==> src/rtl/idma_desc64_submit_buffer.sv <==
// Per-channel descriptor address FIFOs fed from a register bus,
// with STATUS readback, flush and an optional stall timeout.
module idma_desc64_submit_buffer #(
  parameter int unsigned          NumChannels   = 4,
  parameter int unsigned          FifoDepth     = 4,
  parameter int unsigned          AddrWidth     = 32,
  parameter int unsigned          DataWidth     = 64,
  parameter logic [AddrWidth-1:0] BaseAddr      = '0,
  parameter int unsigned          ChannelStride = 16,
  parameter int unsigned          StallTimeout  = 0
) (
  input  logic                                  clk_i,
  input  logic                                  rst_ni,
  input  logic [AddrWidth-1:0]                  reg_addr_i,
  input  logic                                  reg_write_i,
  input  logic [DataWidth-1:0]                  reg_wdata_i,
  input  logic [DataWidth/8-1:0]                reg_wstrb_i,
  input  logic                                  reg_valid_i,
  output logic [DataWidth-1:0]                  reg_rdata_o,
  output logic                                  reg_error_o,
  output logic                                  reg_ready_o,
  output logic [NumChannels-1:0][DataWidth-1:0] desc_addr_o,
  output logic [NumChannels-1:0]                desc_valid_o,
  input  logic [NumChannels-1:0]                desc_ready_i
);

  localparam int unsigned PtrW   = $clog2(FifoDepth);
  localparam int unsigned CntW   = PtrW + 1;
  localparam int unsigned StallW = $clog2(StallTimeout + 2);
  localparam int unsigned ChW    = (NumChannels > 1) ? $clog2(NumChannels) : 1;

  typedef logic [PtrW-1:0]      ptr_t;
  typedef logic [CntW-1:0]      cnt_t;
  typedef logic [DataWidth-1:0] data_t;

  data_t mem_q [NumChannels][FifoDepth];
  data_t mem_d [NumChannels][FifoDepth];
  ptr_t  rptr_q [NumChannels];
  ptr_t  rptr_d [NumChannels];
  ptr_t  wptr_q [NumChannels];
  ptr_t  wptr_d [NumChannels];
  cnt_t  cnt_q  [NumChannels];
  cnt_t  cnt_d  [NumChannels];

  logic [NumChannels-1:0] drop_q, drop_d;
  logic [StallW-1:0]      stall_cnt_q, stall_cnt_d;
  logic [AddrWidth-1:0]   stall_addr_q, stall_addr_d;

  logic [NumChannels-1:0] desc_hit, stat_hit;
  logic [NumChannels-1:0] full, empty, pop;
  logic [NumChannels-1:0] push, flush, stat_rd, drop_set;
  logic [ChW-1:0]         sel;
  logic                   stall;
  logic                   timeout_hit;
  data_t                  status;

  function automatic logic [AddrWidth-1:0] win_addr(
    input int unsigned c,
    input int unsigned off
  );
    return BaseAddr + AddrWidth'(c * ChannelStride + off);
  endfunction

  always_comb begin
    desc_hit = '0;
    stat_hit = '0;
    sel      = '0;
    for (int unsigned c = 0; c < NumChannels; c++) begin
      if (reg_addr_i == win_addr(c, 0)) begin
        desc_hit[c] = 1'b1;
        sel         = ChW'(c);
      end
      if (reg_addr_i == win_addr(c, 8)) begin
        stat_hit[c] = 1'b1;
        sel         = ChW'(c);
      end
    end
  end

  always_comb begin
    for (int unsigned c = 0; c < NumChannels; c++) begin
      full[c]         = (cnt_q[c] == CntW'(FifoDepth));
      empty[c]        = (cnt_q[c] == '0);
      desc_valid_o[c] = !empty[c];
      desc_addr_o[c]  = mem_q[c][rptr_q[c]];
      pop[c]          = !empty[c] && desc_ready_i[c];
    end
  end

  always_comb begin
    status        = '0;
    status[15:0]  = 16'(cnt_q[sel]);
    status[16]    = full[sel];
    status[17]    = empty[sel];
    status[18]    = drop_q[sel];
  end

  assign timeout_hit = (StallTimeout != 0)
                    && (stall_cnt_q == StallW'(StallTimeout))
                    && (reg_addr_i == stall_addr_q);

  always_comb begin
    reg_ready_o = 1'b0;
    reg_error_o = 1'b0;
    reg_rdata_o = '0;
    push        = '0;
    flush       = '0;
    stat_rd     = '0;
    drop_set    = '0;
    stall       = 1'b0;
    if (reg_valid_i) begin
      if (|desc_hit) begin
        if (!reg_write_i || !(&reg_wstrb_i)) begin
          reg_ready_o = 1'b1;
          reg_error_o = 1'b1;
        end else if (!full[sel]) begin
          reg_ready_o = 1'b1;
          push[sel]   = 1'b1;
        end else if (timeout_hit) begin
          reg_ready_o   = 1'b1;
          reg_error_o   = 1'b1;
          drop_set[sel] = 1'b1;
        end else begin
          stall = 1'b1;
        end
      end else if (|stat_hit) begin
        reg_ready_o = 1'b1;
        if (reg_write_i) begin
          flush[sel] = reg_wdata_i[0];
        end else begin
          reg_rdata_o  = status;
          stat_rd[sel] = 1'b1;
        end
      end else begin
        reg_ready_o = 1'b1;
        reg_error_o = 1'b1;
      end
    end
  end

  // A new stalled address restarts the run at one cycle.
  always_comb begin
    stall_cnt_d  = '0;
    stall_addr_d = stall_addr_q;
    if (stall && (StallTimeout != 0)) begin
      stall_addr_d = reg_addr_i;
      if ((stall_cnt_q != '0) && (reg_addr_i != stall_addr_q)) begin
        stall_cnt_d = StallW'(1);
      end else begin
        stall_cnt_d = stall_cnt_q + StallW'(1);
      end
    end
  end

  always_comb begin
    mem_d = mem_q;
    for (int unsigned c = 0; c < NumChannels; c++) begin
      rptr_d[c] = rptr_q[c];
      wptr_d[c] = wptr_q[c];
      cnt_d[c]  = cnt_q[c];
      drop_d[c] = drop_set[c] | (drop_q[c] & ~stat_rd[c]);
      if (flush[c]) begin
        rptr_d[c] = '0;
        wptr_d[c] = '0;
        cnt_d[c]  = '0;
      end else begin
        if (push[c]) begin
          mem_d[c][wptr_q[c]] = reg_wdata_i;
          wptr_d[c]           = wptr_q[c] + ptr_t'(1);
        end
        if (pop[c]) begin
          rptr_d[c] = rptr_q[c] + ptr_t'(1);
        end
        if (push[c] && !pop[c]) begin
          cnt_d[c] = cnt_q[c] + cnt_t'(1);
        end else if (pop[c] && !push[c]) begin
          cnt_d[c] = cnt_q[c] - cnt_t'(1);
        end
      end
    end
  end

  always_ff @(posedge clk_i or negedge rst_ni) begin
    if (!rst_ni) begin
      for (int unsigned c = 0; c < NumChannels; c++) begin
        rptr_q[c] <= '0;
        wptr_q[c] <= '0;
        cnt_q[c]  <= '0;
      end
      drop_q       <= '0;
      stall_cnt_q  <= '0;
      stall_addr_q <= '0;
    end else begin
      for (int unsigned c = 0; c < NumChannels; c++) begin
        rptr_q[c] <= rptr_d[c];
        wptr_q[c] <= wptr_d[c];
        cnt_q[c]  <= cnt_d[c];
      end
      drop_q       <= drop_d;
      stall_cnt_q  <= stall_cnt_d;
      stall_addr_q <= stall_addr_d;
    end
  end

  // Storage needs no reset: a zero count masks stale entries.
  always_ff @(posedge clk_i) begin
    mem_q <= mem_d;
  end

endmodule

==> config.mk <==
export PLATFORM = sky130hd
export DESIGN_NAME = idma_desc64_submit_buffer
export DESIGN_NICKNAME = d
export VERILOG_FILES = /design/src/rtl/idma_desc64_submit_buffer.sv
export SDC_FILE = /design/constraint.sdc
export NUM_CORES = 1
export LEC_CHECK = 0
export CORE_ASPECT_RATIO = 0.8
export CORE_MARGIN = 2
export CORE_UTILIZATION = 40
export CTS_CLUSTER_DIAMETER = 200
export CTS_CLUSTER_SIZE = 24
export DETAILED_ROUTE_END_ITERATION = 12
export PLACE_DENSITY = 0.66
export SYNTH_ARGS = -nofsm -noshare
export SYNTH_HDL_FRONTEND = slang
export SYNTH_SLANG_ARGS = --single-unit
==> constraint.sdc <==
create_clock -name clk_i -period 4.47 [get_ports clk_i]
set_input_delay 0.6705 -clock clk_i [delete_from_list [all_inputs] [get_ports clk_i]]
set_output_delay 0.6705 -clock clk_i [all_outputs]
set_load 0.05 [all_outputs]
Word-level counts from Yosys, hierarchy flattened
Cells that the tools add are included.
{"block": "classes", "addsub": 16, "n_bitwise": 22, "n_eq_ne": 11, "magnitude_cmp": 15, "muxes": 101, "reduce_logical": 56}
{"cell": "bitwise mux 256 bit", "count": 4}
{"cell": "2-to-1 mux 64 bit", "count": 12}
{"cell": "binary-select mux 64 bit (select 2 bit)", "count": 4}
{"cell": "demux 64 bit (select 2 bit)", "count": 4}
{"cell": "equality test 32 x 6 -> 1 bit (second input constant)", "count": 4}
{"cell": "2-to-1 mux 19 bit", "count": 4}
{"cell": "equality test 32 x 5 -> 1 bit (second input constant)", "count": 2}
{"cell": "2-to-1 mux 4 bit", "count": 12}
{"cell": "2-to-1 mux 2 bit", "count": 21}
{"cell": "2-to-1 mux 3 bit", "count": 14}
{"cell": "equality test 32 x 4 -> 1 bit (second input constant)", "count": 1}
{"cell": "logical NOT 32 bit", "count": 1}
{"cell": "greater-or-equal comparator 3 bit (second input constant)", "count": 9}
{"cell": "inverter 2 -> 3 bit", "count": 9}
{"cell": "2-to-1 mux 1 bit", "count": 21}
{"cell": "logical AND 1 bit", "count": 17}
{"cell": "adder 2 x 1 -> 2 bit (second input constant)", "count": 8}
{"cell": "nonzero test 2 bit", "count": 8}
{"cell": "logical NOT 1 bit", "count": 14}
{"cell": "adder 3 x 1 -> 3 bit (second input constant)", "count": 4}
{"cell": "equality test 3 bit (second input constant)", "count": 4}
{"cell": "logical NOT 3 bit", "count": 4}
{"cell": "less-than comparator 3 x 1 -> 1 bit (second input constant)", "count": 4}
{"cell": "nonzero test 3 bit", "count": 4}
{"cell": "13 further kinds", "count": 32}
{"block": "word_totals", "regBits": 1056, "word_cells": 250}

Depth between registers and ports, before layout
Gate-level depths: netlist (run 1).
{"block": "logic_depth", "ltp_word": 20, "ltp_mapped": 10, "mapped_depth_nobuf": 9}

Worst setup path after synthesis (run 1)
No wires, ideal clock.
{"block": "synth_path", "path_type": "input to register", "from": "input reg_addr_i[17]", "to": "register mem_q[0] (netlist name) (enable)", "stages": 5, "setup_ns": 0.429, "slack_ns": -0.243, "path_buffers": 0, "t_arrival_ns": 4.284, "path_cell_list": "or4_1 > or4_4 > o311a_4 > nor4_4 > and2_1"}
{"block": "synth_via", "elab_chain_cells": 18}
{"item": "start, declared", "line_no": "14", "source": "input logic [AddrWidth-1:0] reg_addr_i,"}
{"item": "equality test 32 x 5 -> 1 bit", "line_no": "69", "source": "if (reg_addr_i == win_addr(c, 0)) begin"}
{"item": "2-to-1 mux 1 bit", "line_no": "69"}
{"item": "2-to-1 mux 2 bit", "line_no": "73", "source": "if (reg_addr_i == win_addr(c, 8)) begin"}
{"item": "2-to-1 mux 2 bit", "line_no": "69"}
{"item": "2-to-1 mux 2 bit", "line_no": "73"}
{"item": "2-to-1 mux 2 bit", "line_no": "69"}
{"item": "2-to-1 mux 2 bit", "line_no": "73"}
{"item": "less-than comparator 2 x 3 -> 1 bit (implied by the code) / greater-or-equal comparator 2 x 1 -> 1 bit (equally long branches)", "line_no": "118, 129"}
{"item": "[... 2 more ...]"}
{"item": "demux 1 bit (select 2 bit)", "line_no": "118, 129"}
{"item": "AND 4 bit (no source line)"}
{"item": "2-to-1 mux 4 bit", "line_no": "128", "source": "if (reg_write_i) begin"}
{"item": "2-to-1 mux 4 bit", "line_no": "126", "source": "end else if (|stat_hit) begin"}
{"item": "2-to-1 mux 4 bit", "line_no": "112", "source": "if (|desc_hit) begin"}
{"item": "2-to-1 mux 4 bit", "line_no": "111", "source": "if (reg_valid_i) begin"}
{"item": "inverter 1 bit (no source line)"}
{"item": "AND reduction 2 bit (no source line) (*)"}
{"item": "end signal, assigned", "line_no": "207", "source": "mem_q <= mem_d;"}
{"item": "end, declared", "line_no": "36", "source": "data_t mem_q [NumChannels][FifoDepth];"}
Mark *: on every way between the ends. The rest lies on a longest branch, timed or not. The select of a mux whose other input is x is not followed.
A chain may end at the register's enable or synchronous reset.

Worst setup path after layout (run 1)
{"block": "layout_path", "from": "input reg_addr_i[17]", "to": "output reg_rdata_o[2]"}
{"block": "layout_via", "elab_chain_cells": 15}
{"item": "equality test 32 x 5 -> 1 bit", "line_no": "69"}
{"item": "2-to-1 mux 1 bit", "line_no": "69"}
{"item": "2-to-1 mux 2 bit", "line_no": "73"}
{"item": "2-to-1 mux 2 bit", "line_no": "69"}
{"item": "2-to-1 mux 2 bit", "line_no": "73"}
{"item": "2-to-1 mux 2 bit", "line_no": "69"}
{"item": "2-to-1 mux 2 bit", "line_no": "73"}
{"item": "inverter 2 -> 3 bit (implied by the code)", "line_no": "92", "source": "status[15:0] = 16'(cnt_q[sel]);"}
{"item": "binary-select mux 3 bit (select 2 bit)", "line_no": "92"}
{"item": "2-to-1 mux 3 bit (implied by the code) (2 in a row)", "line_no": "92"}
{"item": "2-to-1 mux 19 bit", "line_no": "128"}
{"item": "2-to-1 mux 19 bit", "line_no": "126"}
{"item": "2-to-1 mux 19 bit (*)", "line_no": "112"}
{"item": "2-to-1 mux 19 bit (*)", "line_no": "111"}
{"item": "end, declared", "line_no": "19", "source": "output logic [DataWidth-1:0] reg_rdata_o,"}
Marks and branches as above.

==> results of run 1 <==
-- critical path: stages --
cell and delay (ps):
clkdlybuf4s50_1 400, or4_1 590, nor4_1 360, buf_4 190, nand2_1 80, or3_1 520
a211oi_1 430, buf_12 200
-- power by group --
group          internal [mW]  switching (mW)
clock                   2.11            2.87
sequential              10.9           0.298
combinational           2.21            3.91
-- flip-flops by register name, summed over array words and instances (netlist names) --
register  flops
cnt_q        12
drop_q        4
mem_q      1024
rptr_q        8
wptr_q        8
-- area by class of cell --
class	count	area share, %
sequential	1056	66.8
clock buffer	82	2.90
clock inverter	1	0.0344
inverter	17	0.135
multi-input combinational	541	16.3
tap	1312	3.47
timing repair buffer	444	10.3
-- worst paths after layout --
check	startpoint	endpoint	cells after the start
setup / recovery	reg_addr_i[17]	reg_rdata_o[2]	8
hold / removal	rst_ni	drop_q[3]	2
setup reg to reg	cnt_q[7]	cnt_q[2]	10
hold reg to reg	drop_q[2]	drop_q[2]	1
max in group asynchronous	rst_ni	rptr_q[1]	2
min in group clk_i	drop_q[2]	drop_q[2]	1
-- cell usage after synthesis, drive strengths merged (5+ instances only) --
cell type,count,area (sq um)
o21a,5,37.5
ha,16,200
clkbuf,27,101
nor4,10,120
mux4,257,5790
nor2b,5,31.3
or3,5,31.3
and2,20,125
mux2i,20,200
edfxtp,1024,30700
nor2,45,169
buf,100,593
dfrtp,32,801
and3,7,43.8
nand2,25,93.8
inv,17,63.8
xnor2,12,105
or4,5,45.0
nand3,5,25.0
a31oi,5,31.3
-- per-layer routing --
metal / global-route usage, % / vias to the layer above / share of wire (%)
met5: 0 / - / 0
li1: - / 7699 / -
met3: 3.09 / 67 / 7.2
met2: 28.7 / 667 / 48
met1: 26.8 / 9984 / 43
met4: 3.18 / 0 / 1.5
-- per-stage QoR --
step | utilization (%) | cell area, sq um
after floorplan | - | 40000
after global placement | 46.5 | 45900
after detailed placement | 46.5 | 45900
after CTS | 47.9 | 47300
after global routing | 47.9 | 47300
final | 47.9 | 47300
-- logic make-up after synthesis --
family	count (synthesis)	share of synthesized area, %
buffers and inverters	144	1.91
flip-flops	1056	79.4
other	1	0.00944
adder cells (fa/ha/maj)	20	0.705
AO/OA/AOI/OAI	19	0.384
AND/OR/NAND/NOR	147	2.07
XOR/XNOR	16	0.353
multiplexers	281	15.2
==> Implementation_results.wiki, run 1 <==
{| class="wikitable"
! Metric !! Value
|-
| Result of the run || completed
|-
| CTS H-Tree Depth || 2
|-
| Synthesized instance count || between 1,500 and 2,000
|-
| Total core area || between 90,000 and 100,000 sq um
|-
| Starting density of the core || roughly two fifths
|-
| Worst max-slew margin expressed relative to the limit || 33.1%
|-
| Most common cell after layout, fill and taps aside || edfxtp_1
|-
| Synth Flop Type || edfxtp_1
|-
| Root buffer selected by CTS || clkbuf_16
|-
| Number of antenna violations at the first check in global routing || 3
|-
| Horiz. Die Dim || between 300 and 400 um
|-
| Flops & latches, synth || between 1,000 and 1,500
|-
| First-pass GRT wire length || 134,000 um
|-
| Final count of pins violating max slew || 0
|-
| Maximum count of clock buffers along a single path || 3
|-
| Die area || 102,000 sq um
|-
| Worst setup SP type || input port
|-
| Unrepaired setup endpoints after global routing || no
|-
| Setup Slack @ Placement || approximately 210 ps
|-
| Async set-reset flop share out of synthesis || a little over 3%
|-
| Flip-flop and latch area || 31,600 sq um
|-
| Mapped Avg Cell Area || 23.6 sq um
|-
| Global-route congestion overflow total || 0
|-
| Static Leakage || 14.6 nW
|-
| Placed cell count || around 3,400
|-
| Number of buffers added on ports || 379
|-
| Post-synth EDFFs || between 1,000 and 1,500
|-
| DRC violation count after routing || 0
|-
| Number of diodes added for antenna fixing || 0
|-
| Ratio of cells with drive above 1 in the final layout || just under 20%
|-
| Worst-Margin Slew || 1000 ps
|-
| Worst setup path class || in -> out
|-
| Fin cells || 3,453
|-
| Worst hold path type || in -> async
|-
| Period utilisation layout || slightly above 90%
|-
| Number of vias per cell || around 5.3
|-
| Largest net degree at the start of global routing || 65
|-
| Setup Total Neg Slack || 0 ps
|-
| Combined area of all synthesized cells || between 30,000 and 40,000 sq um
|-
| Worst setup EP type || output pin
|-
| Final count of hold timing violations || 0
|-
| Total power consumption of the routed design || between 20 and 25 mW
|-
| Register-to-register setup slack || ~1500 ps
|-
| Number of hold buffers added after CTS || 0
|-
| Area taken by multi-input logic gates || 7690 sq um
|-
| Fill cell count || roughly 7,900
|-
| Post-synthesis sequential area ratio || between 70% and 80%
|-
| Total detailed-routing wirelength || 93,000 um
|-
| TritonCTS sink count || ~1,100
|-
| Overall routing resource usage || 18.1%
|-
| Max_cap viols || 0
|-
| Crit-path max FO || 10
|-
| Maximum vdd ir drop || ~390 uV
|-
| Later-pin clock latency in the skew report || roughly 640 ps
|-
| Standard-cell row count || 103
|-
| Placer congestion estimate || slightly below 0.8
|-
| Via count of the first global-routing pass || between 15,000 and 20,000
|-
| Final layout net count || 2,241
|-
| Number of primary I/O pins || ~440
|-
| Floorplan die height || around 290 um
|-
| Required arrival time at the worst endpoint || approximately 3800 ps
|-
| Number of DRC markers in iteration 0 || 1,988
|-
| Antenna-violating nets left || 0
|-
| Post-cts sizing count || 0
|-
| Number of buffers created by CTS || slightly below 50
|-
| Number of optimization iterations in the first detailed-route pass || 5
|-
| Relative area change from synthesis to final layout || 18.9%
|-
| Maximum clock rate || approximately 240 MHz
|-
| Clock Pin Slew Worst Setup and Hold Paths || about 100 ps
|-
| Leading cell types in the layout, fill and taps excluded || 1,024 x edfxtp_1, 371 x clkdlybuf4s50_1, 257 x mux4_2
|-
| Total half-perimeter wirelength after legalization and detailed placement || between 60,000 and 70,000 um
|-
| Clock skew after layout || 45.3 ps
|-
| Count of buffers added by post-CTS timing repair for setup || 0
|-
| Distinct cell type count of the synthesized netlist || 45
|-
| Worst Slack Setup Final || 357 ps
|-
| Per-cell routed wire length || between 20 and 30 um
|-
| Power per standard cell area || about 470 nW/um^2
|-
| TritonCTS clock tree || yes
|-
| Worst-case hold slack || around 440 ps
|-
| Via count || 18,417
|-
| Shortest clock period the worst path allows after layout || slightly above 4000 ps
|-
| Arrival time at the worst endpoint || 3440 ps
|-
| Yosys warning total || 0
|-
| Final Setup Violations || 0
|}
Power figures use the tool's default switching activity.
==> inputs of run 2 (changes only) <==
--- a/config.mk
+++ b/config.mk
@@ -8,7 +8,8 @@
 export CORE_ASPECT_RATIO = 0.8
 export CORE_MARGIN = 2
 export CORE_UTILIZATION = 40
-export CTS_CLUSTER_DIAMETER = 200
+export CTS_BUF_LIST = sky130_fd_sc_hd__clkbuf_2 sky130_fd_sc_hd__clkbuf_4 sky130_fd_sc_hd__clkbuf_8
+export CTS_CLUSTER_DIAMETER = 40
 export CTS_CLUSTER_SIZE = 24
 export DETAILED_ROUTE_END_ITERATION = 12
 export PLACE_DENSITY = 0.66
==> Implementation_results.wiki, run 2 (synthesis gave the netlist of run 1 again) <==
{| class="wikitable"
! Metric !! Value
|-
| Total half-perimeter wirelength after legalization and detailed placement || 61,800 um
|-
| Total core area || a little under 100,000 sq um
|-
| TritonCTS sink count || between 1,000 and 1,500
|-
| Worst hold path type || in -> async
|-
| Static Leakage || roughly 15 nW
|-
| Setup Total Neg Slack || 0 ps
|-
| Relative area change from synthesis to final layout || 21.8%
|-
| Worst setup path class || in -> out
|-
| Most common cell after layout, fill and taps aside || edfxtp_1
|-
| Number of buffers added on ports || 379
|-
| Ordered cell list for the critical path || clkdlybuf4s50_1 -> or4_1 -> nor4_1 -> buf_4 -> nand2_1 -> or3_1 -> a211oi_1 -> buf_12
|-
| Overall routing resource usage || between 15 and 20%
|-
| Later-pin clock latency in the skew report || 760 ps
|-
| Detailed-routed wire length on met3 || just over 7000 um
|-
| Utilization of the core after routing || between 40% and 50%
|-
| Crit-path max FO || 10
|-
| Number of primary I/O pins || 438
|-
| Maximum single-stage delay on the critical path || slightly below 600 ps
|-
| Via count || 18,751
|-
| Count of buffers added by post-CTS timing repair for setup || 0
|-
| Maximum count of clock buffers along a single path || 3
|-
| Antenna-violating nets left || 0
|-
| DP Area || ~46,000 sq um
|-
| Placed cell count || 3,370
|-
| Final count of hold timing violations || 0
|-
| Leading cell types in the layout, fill and taps excluded || 1,024 x edfxtp_1, 371 x clkdlybuf4s50_1, 257 x mux4_2
|-
| DRC violation count after routing || 0
|-
| Depth of the most critical reg-to-reg path || 10
|-
| Floorplan die height || ~290 um
|-
| Number of buffers created by CTS || between 100 and 150
|-
| Most flop-heavy register || mem_q
|-
| Power per standard cell area || between 400 and 500 nW/um^2
|-
| Via count of the first global-routing pass || roughly 19,000
|-
| Fin area || 48,400 sq um
|-
| Worst-Margin Slew || approximately 1000 ps
|-
| Period utilisation layout || approximately 92%
|-
| Worst setup SP type || input port
|-
| Horiz. Die Dim || around 360 um
|-
| Maximum clock rate || between 200 and 250 MHz
|-
| Result of the run || completed
|-
| Global-route congestion overflow total || 0
|-
| Cell with the largest stage delay on the worst path || or4_1
|-
| Post-cts sizing count || 0
|-
| Ratio of cells with drive above 1 in the final layout || around a quarter
|-
| Flip-flop count of the largest register after layout || ~1,000
|-
| Total detailed-routing wirelength || 94,200 um
|-
| Starting density of the core || 40.3%
|-
| Clock skew after layout || around 45 ps
|-
| Standard-cell row count || just over 100
|-
| Fin cells || 3,574
|-
| Max_cap viols || 0
|-
| Worst max-slew margin expressed relative to the limit || between 30% and 40%
|-
| Number of antenna violations at the first check in global routing || 3
|-
| Largest net degree at the start of global routing || 65
|-
| Unrepaired setup endpoints after global routing || no
|-
| Number of DRC markers in iteration 0 || around 2,100
|-
| Final layout net count || 2,301
|-
| Root buffer selected by CTS || clkbuf_8
|-
| Biggest regs || mem_q (1024), cnt_q (12)
|-
| Detailed route wirelength on metal2 || around 45,000 um
|-
| Number of vias per cell || 5.25
|-
| Uppermost layer routed || met4
|-
| Number of diodes added for antenna fixing || 0
|-
| Register-to-register setup slack || 1570 ps
|-
| Per-cell routed wire length || roughly 26 um
|-
| Number of optimization iterations in the first detailed-route pass || 5
|-
| Fill cell count || between 7,000 and 8,000
|-
| Met1 Wirelength || 40,300 um
|-
| Maximum vdd ir drop || approximately 420 uV
|-
| Arrival time at the worst endpoint || 3430 ps
|-
| Required arrival time at the worst endpoint || ~3800 ps
|-
| TritonCTS clock tree || yes
|-
| Die area || between 100,000 and 150,000 sq um
|-
| Final Setup Violations || 0
|-
| Number of hold buffers added after CTS || 0
|-
| Worst setup EP type || output pin
|-
| CTS H-Tree Depth || 3
|-
| Clock Pin Slew Worst Setup and Hold Paths || ~80 ps
|-
| Shortest clock period the worst path allows after layout || ~4100 ps
|-
| First-pass GRT wire length || around 140,000 um
|-
| Placer congestion estimate || between 0.7 and 0.8
|-
| Final count of pins violating max slew || 0
|}
run 2: metal layers:
| metal | up-vias | GRT usage (%) |
|---|---|---|
| li1 | 7896 | - |
| met1 | 10020 | 26.7 |
| met2 | 741 | 28.7 |
| met3 | 94 | 3.69 |
| met4 | 0 | 4.16 |
| met5 | - | 0.186 |
run 2: worst paths after layout:
| check | from | to |
|---|---|---|
| worst max-delay path | reg_addr_i[17] | reg_rdata_o[2] |
| worst min register to register | drop_q[2] | drop_q[2] |
| min in group clk_i | drop_q[2] | drop_q[2] |
| worst min-delay path | rst_ni | drop_q[3] |
| max in group asynchronous | rst_ni | rptr_q[1] |
| worst max register to register | cnt_q[7] | cnt_q[2] |
run 2: final cells by class:
cell class	instances	area, sq um	area share [%]
Sequential cell	1056	31600	65.3
Multi-Input combinational cell	541	7690	15.9
Clock buffer	117	1570	3.25
Tap cell	1312	1640	3.39
Timing Repair Buffer	444	4890	10.1
Clock inverter	87	955	1.97
Inverter	17	63.8	0.132
run 2: where the power goes:
part	internal [mW]	total, mW	leakage [nW]	switching (mW)
combinational	2.21	6.13	4.36	3.92
sequential	10.9	11.2	9.61	0.300
clock	3.18	6.85	1.27	3.67
total	16.3	24.2	15.2	7.89
run 2: through the flow:
step / hold WS [ps] / power [mW] / setup WS, ps
CTS: 289 / 24.5 / 355
floorplan: 375 / 15.3 / 309
global route: 326 / 25.0 / 276
detailed placement: 482 / 17.6 / 205
finish: 350 / 24.2 / 366
global placement: 475 / 17.6 / 249
run 2: critical path, delay by kind of cell:
kind,cells,cell delay (ps)
and+or+nand+nor,4,1550
buffers and inverters,3,790
AOI/OAI and AO/OA,1,430
